File: src/rtl/parking_sensor_conditioner.sv
// Input conditioning for the parking controller: synchronises and debounces the
// raw active-low entry/exit sensors and turns each car pass into one held request.
module parking_sensor_conditioner #(
   parameter int DEBOUNCE_CYCLES = 400000,
   parameter int CNT_W           = $clog2(DEBOUNCE_CYCLES + 1)
) (
   input  logic       clk,
   input  logic       reset,
   input  logic       entry_sensor_n,
   input  logic       exit_sensor_n,
   input  logic [1:0] exit_slot_raw,
   input  logic       entry_ack,
   input  logic       exit_ack,
   output logic       entry_req_n,
   output logic       exit_req_n,
   output logic [1:0] exit_slot,
   output logic       entry_level_n,
   output logic       exit_level_n
);

   localparam logic [1:0] ST_IDLE    = 2'd0;
   localparam logic [1:0] ST_PENDING = 2'd1;
   localparam logic [1:0] ST_WAIT    = 2'd2;

   localparam logic [CNT_W-1:0] CNT_MAX = CNT_W'(DEBOUNCE_CYCLES - 1);
   localparam logic [CNT_W-1:0] CNT_ONE = CNT_W'(1);

   logic             entry_meta_q, entry_sync_q;
   logic             exit_meta_q, exit_sync_q;
   logic [1:0]       slot_meta_q, slot_sync_q;

   logic [CNT_W-1:0] entry_cnt_q, entry_cnt_d;
   logic             entry_level_q, entry_level_d;
   logic [CNT_W-1:0] exit_cnt_q, exit_cnt_d;
   logic             exit_level_q, exit_level_d;

   logic [1:0]       entry_state_q, entry_state_d;
   logic [1:0]       exit_state_q, exit_state_d;
   logic [1:0]       exit_slot_q, exit_slot_d;

   // Sensors idle high through the synchroniser so reset never fakes a car.
   always_ff @(posedge clk or posedge reset) begin
      if (reset) begin
         entry_meta_q <= 1'b1;
         entry_sync_q <= 1'b1;
         exit_meta_q  <= 1'b1;
         exit_sync_q  <= 1'b1;
         slot_meta_q  <= 2'b00;
         slot_sync_q  <= 2'b00;
      end else begin
         entry_meta_q <= entry_sensor_n;
         entry_sync_q <= entry_meta_q;
         exit_meta_q  <= exit_sensor_n;
         exit_sync_q  <= exit_meta_q;
         slot_meta_q  <= exit_slot_raw;
         slot_sync_q  <= slot_meta_q;
      end
   end

   // Level only follows the synced input after DEBOUNCE_CYCLES stable cycles.
   always_comb begin
      entry_cnt_d   = entry_cnt_q;
      entry_level_d = entry_level_q;
      if (entry_sync_q == entry_level_q) begin
         entry_cnt_d = '0;
      end else if (entry_cnt_q == CNT_MAX) begin
         entry_level_d = entry_sync_q;
         entry_cnt_d   = '0;
      end else begin
         entry_cnt_d = entry_cnt_q + CNT_ONE;
      end
   end

   always_comb begin
      exit_cnt_d   = exit_cnt_q;
      exit_level_d = exit_level_q;
      if (exit_sync_q == exit_level_q) begin
         exit_cnt_d = '0;
      end else if (exit_cnt_q == CNT_MAX) begin
         exit_level_d = exit_sync_q;
         exit_cnt_d   = '0;
      end else begin
         exit_cnt_d = exit_cnt_q + CNT_ONE;
      end
   end

   // Requests rise with the level fall; an ack decides using the pre-edge level.
   always_comb begin
      entry_state_d = entry_state_q;
      case (entry_state_q)
         ST_IDLE: begin
            if (!entry_level_d) entry_state_d = ST_PENDING;
         end
         ST_PENDING: begin
            if (entry_ack) entry_state_d = entry_level_q ? ST_IDLE : ST_WAIT;
         end
         ST_WAIT: begin
            if (entry_level_d) entry_state_d = ST_IDLE;
         end
         default: entry_state_d = ST_IDLE;
      endcase
   end

   always_comb begin
      exit_state_d = exit_state_q;
      exit_slot_d  = exit_slot_q;
      case (exit_state_q)
         ST_IDLE: begin
            if (!exit_level_d) begin
               exit_state_d = ST_PENDING;
               exit_slot_d  = slot_sync_q;
            end
         end
         ST_PENDING: begin
            if (exit_ack) exit_state_d = exit_level_q ? ST_IDLE : ST_WAIT;
         end
         ST_WAIT: begin
            if (exit_level_d) exit_state_d = ST_IDLE;
         end
         default: exit_state_d = ST_IDLE;
      endcase
   end

   always_ff @(posedge clk or posedge reset) begin
      if (reset) begin
         entry_cnt_q   <= '0;
         entry_level_q <= 1'b1;
         exit_cnt_q    <= '0;
         exit_level_q  <= 1'b1;
         entry_state_q <= ST_IDLE;
         exit_state_q  <= ST_IDLE;
         exit_slot_q   <= 2'b00;
      end else begin
         entry_cnt_q   <= entry_cnt_d;
         entry_level_q <= entry_level_d;
         exit_cnt_q    <= exit_cnt_d;
         exit_level_q  <= exit_level_d;
         entry_state_q <= entry_state_d;
         exit_state_q  <= exit_state_d;
         exit_slot_q   <= exit_slot_d;
      end
   end

   assign entry_req_n   = (entry_state_q != ST_PENDING);
   assign exit_req_n    = (exit_state_q != ST_PENDING);
   assign exit_slot     = exit_slot_q;
   assign entry_level_n = entry_level_q;
   assign exit_level_n  = exit_level_q;

endmodule
File: config.mk
export PLATFORM = sky130hd
export DESIGN_NAME = parking_sensor_conditioner
export DESIGN_NICKNAME = d
export VERILOG_FILES = /design/src/rtl/parking_sensor_conditioner.sv
export SDC_FILE = /design/constraint.sdc
export NUM_CORES = 1
export LEC_CHECK = 0
export ABC_AREA = 1
export BUFFER_PORTS_ARGS = -buffer_cell sky130_fd_sc_hd__buf_2
export CORE_UTILIZATION = 41
export DETAILED_ROUTE_END_ITERATION = 16
export GPL_TIMING_DRIVEN = 0
export PLACE_DENSITY = 0.66
export SKIP_LAST_GASP = 1
export SLEW_MARGIN = 5
export SYNTH_ARGS = -nofsm -noshare
export SYNTH_HDL_FRONTEND = slang
export SYNTH_SLANG_ARGS = --single-unit
File: constraint.sdc
create_clock -name clk -period 1.9 [get_ports clk]
set_clock_uncertainty 0.2 [all_clocks]
set_input_delay 0.19 -clock clk [delete_from_list [all_inputs] [get_ports clk]]
set_output_delay 0.19 -clock clk [all_outputs]
set_load 0.02 [all_outputs]
* Word level (Yosys, flattened, before mapping)
Index checks and enable logic that the tools add are counted.
** Word-level totals
- Bits in registers :: 54
- Output and inout port bits :: 6
- Logic and storage cells :: 55
- Bits of input ports :: 8
** Cells by class
- Reductions and logical operators :: 5
- Add/subtract/negate cells :: 2
- Equal/unequal tests :: 16
- Muxes and demuxes :: 18
- Bitwise operators :: 1
** Operators by type and width (count)
- 19-bit two-way mux :: 4
- 19-bit by 1-bit adder with 19-bit output (second input constant) :: 2
- 19-bit equality test (second input constant) :: 2
- 2-bit two-way mux :: 8
- 2-bit != test (second input constant) :: 6
- 2-bit case mux with 3 select lines :: 2
- 3-bit AND reduction :: 2
- 2-bit by 1-bit equality test with 1-bit output (second input constant) :: 2
- 2-bit equality test (second input constant) :: 2
- 2-bit logical NOT :: 2
- 1-bit two-way mux :: 4
- 2-bit by 1-bit != test with 1-bit output (second input constant) :: 2
- 1-bit equality test :: 2
- 2-bit AND reduction :: 1
- 1-bit NOT :: 1

* Logic depth before layout (Yosys ltp)
- Word-level depth :: 5
- Gate-level depth with buffers :: 10
- Depth with buffers taken out :: 10

* Worst setup path after synthesis
OpenSTA, ideal clock, no wires.
- Kind :: register to register
- From :: register entry_cnt_q[0]
- To :: register entry_cnt_q[11]
- Setup time :: 0.088 ns
- Stages on the path, launching flop included :: 8
- Data arrival time :: 1.347 ns
- Data required time :: 1.612 ns
- Setup slack :: 0.264 ns
- Buffers on the path :: 1
- Clock period less this slack :: 1.636 ns
- Path through :: dfrtp_1 ha_1 buf_2 nand3_1 inv_1 nand3_1 nand2_2 nor3b_1
** Between the ends
- Cells in the longest elaborated chain, start to end :: 3
- Elaborated cells between the ends (all ways) :: 4
- Those cells by class :: add/sub (1); eq/ne (1); mux (2)
** RTL lines
- from (decl) :: line 32 : logic [CNT_W-1:0] entry_cnt_q, entry_cnt_d;
- from (signal assigned) :: line 134 : entry_cnt_q <= entry_cnt_d;
- 19-bit by 1-bit adder with 19-bit output or 19-bit equality test (tied branches) :: line 70, 66
- 19-bit two-way mux (*) :: line 66 : end else if (entry_cnt_q == CNT_MAX) begin
- 19-bit two-way mux (*) :: line 64 : if (entry_sync_q == entry_level_q) begin
- net entry_cnt_d[11] :: line 32
Mark *: on every way through the listed nets, which the timed path passes. The rest lies on a longest branch.
A chain may end at the register's enable or synchronous reset.

* Worst setup path after layout
- From :: register entry_cnt_q[0]
- To :: register entry_cnt_q[3]
The elaborated chain is that of the path after synthesis.

==> results.yml <==
place:
  place_area_um2: 3000
  post-place-cells: 444
  hpwl_mm: 4.05
  port_buffers: 13
  gp_congestion: 0.916
logic_synthesis:
  ys_warn_count: 0
  ys_ff_latch: 54
  synthDistinctLibCells: 26
  synth_area_um2: 2820
  synth_edf_count: 0
  seq_area_frac_synth: 0.482
  synth_nets: 363
  syn_avg_cell_area_um2: 7.98
  synth_cells: 353
  ys.flop_type: "dfrtp_1"
  async_flop_share: 1.00
global_route:
  track_usage: 0.175
  grt_pass1_wl_mm: 10.2
  grt_pass1_vias: 2263
  grt_start_max_net_pins: 40
  antenna_found_initial: 0
  globalRouteOverflowTotal: 0
final_layout:
  regArea_um2: 1360
  utilization: 0.493
  area.growth.synth_to_final_pct: 13.8
  fin_cells: 461
  nets: 393
  diodes: 0
  num-fill-cells: 618
  drive_gt1_frac: 0.146
  final_cell_area_um2: 3200
  mostFrequentLayoutCells: "73 x nand2_1, 70 x nor2_1, 47 x dfrtp_1, 37 x inv_1, 31 x nand3_1"
  layout_commonest_cell: "nand2_1"
  multi_input_area_um2: 1310
floorplan:
  rows: 29
  dieWidth_um: 84.9
  dieArea_um2: 7200
  initial_core_util: 0.434
  io_pins: 14
  dieHeight_um: 84.9
  design.core.area_um2: 6490
route:
  via_per_inst: 4.95
  totalWireLength_mm: 5.47
  wl_per_cell_um: 11.9
  drtIter0Drc: 109
  dr.pass1.iters: 4
  vias: 2281
  antenna_violating_nets_post_route: 0
  drc: 0
sta:
  finalHoldViolCount: 0
  setup_viol: 0
  finalCritPeriodShare: 0.933
  slew_violations: 0
  timing.slew.headroom: 0.762
  rsz0062_at_grt: "true"
  post-route-min-period_ps: 1770
  worst_pin_slew_ps: 356
  clock.fmax_ghz: 0.564
power:
  leakage_nw: 1.35
  peakVddDrop_v: 0.000579
  power_density_nw_per_um2: 749
  finalPower_mw: 2.40
clock_tree:
  cts_max_level: 2
  clock_latency_ps: 310
  cts_tree: "built"
  clkTransAtPathRegs_ps: 90
  cts.sinks: 54
  cts_buffers: 5
  clockRootBuffer: "clkbuf_8"
  clk_path_buf_depth: 2
worst_setup_path:
  worstSetupPathType: "register to register"
  crit_fanout: 10
  path_cells: "ha_1 -> buf_2 -> nand3_1 -> inv_1 -> nand3_2 -> nand2_4 -> nor3b_1"
  cp-start-kind: "register"
  critical-path-max-stage-delay_ps: 470
  end_kind: "register"
  cpMaxStageDelayCell: "dfrtp_2"
  crit_required_ps: 1920
  arrival_ps: 1790
outcome:
  status: "complete, no violations"
min_path:
  min_path_type: "register to register"
run:
  maxCapViolations: 0
[metal layers]
metal	wire length, um	global-route usage	vias up
met5	0	0	-
met4	65	0.0478	0
li1	-	-	1176
met3	158	0.0399	8
met2	2640	0.299	27
met1	2610	0.225	1070
[state kept, by name (all words and copies together) (netlist names), 2 cells and up]
name and flops:
exit_slot 2, exit_cnt_q 19, slot_meta_q 2, entry_cnt_q 19, slot_sync_q 2, entry_state_q 2, exit_state_q 2
[what timing repair did]
| action | CTS | global route |
|---|---|---|
| endpoints found under the setup margin | 0 | 21 |
| hold endpoints to repair | 59 | 0 |
| buffers inserted | 0 | 2 |
| gates resized for setup | 0 | 4 |
| hold buffers | 7 | 0 |
[cells in the mapped netlist, types with 3 or more instances]
library cell,instances,share of area
xor2_1,18,0.056
dfstp_2,6,0.056
nor2_2,3,0.0067
nand2_1,73,0.097
nor2_1,70,0.093
nand4_1,11,0.024
nor3b_1,5,0.013
nor3_1,11,0.020
inv_1,38,0.051
nand3_1,32,0.057
dfrtp_1,48,0.43
nor2_4,7,0.028
a21oi_1,8,0.014
nand2_2,7,0.016
[stage by stage]
step	setup TNS (ps)	hold slack, ps	worst slack (ps)
after floorplan	0	-5.52	205
after global placement	-20710	97.7	-433
after detailed placement	0	-25.3	19.6
after CTS	0	161	4.68
after global routing	-26.4	166	-18.8
final	0	158	127
[worst max-delay path: cells and delay by family, from the launching register on]
family	cells	cell delay [ps]
adder cells (fa/ha/maj)	1	210
AND/OR/NAND/NOR	4	540
flip-flops	1	470
buffers and inverters	2	270
[worst paths after layout]
| kind | endpoint | from | cells after the start | slack (ps) |
|---|---|---|---|---|
| hold reg to reg | exit_sync_q | exit_meta_q | 0 | 160 |
| min in group asynchronous | slot_meta_q[0] | reset | 3 | 190 |
| hold / removal | exit_sync_q | exit_meta_q | 0 | 160 |
| max in group asynchronous | exit_meta_q | reset | 4 | 740 |
| setup reg to reg | entry_cnt_q[3] | entry_cnt_q[0] | 7 | 130 |
| setup / recovery | entry_cnt_q[3] | entry_cnt_q[0] | 7 | 130 |
[cell families (layout without fill, tap and decap cells)]
group                    after synthesis  in the layout  share of synthesized area
AO/OA/AOI/OAI                         13             13                     0.0253
XOR/XNOR                              20             20                     0.0622
adder cells (fa/ha/maj)                2              2                    0.00888
buffers and inverters                 42             73                     0.0564
flip-flops                            54             54                      0.482
AND/OR/NAND/NOR                      222            222                      0.365
[report_power, final]
group	internal, mW	switching, mW
registers	1.23	0.0567
clock network	0.393	0.370
logic	0.128	0.218
total	1.76	0.645
[final cells by class]
cell class | instances | area share
flip-flops and latches | 54 | 0.424
well taps | 77 | 0.0301
clock inverters | 2 | 0.0117
plain buffers | 1 | 0.00156
clock buffers | 6 | 0.0226
repair buffers | 23 | 0.0531
inverters | 41 | 0.0480
multi-input cells | 257 | 0.408
No activity file was read; power rests on OpenSTA's default activity.
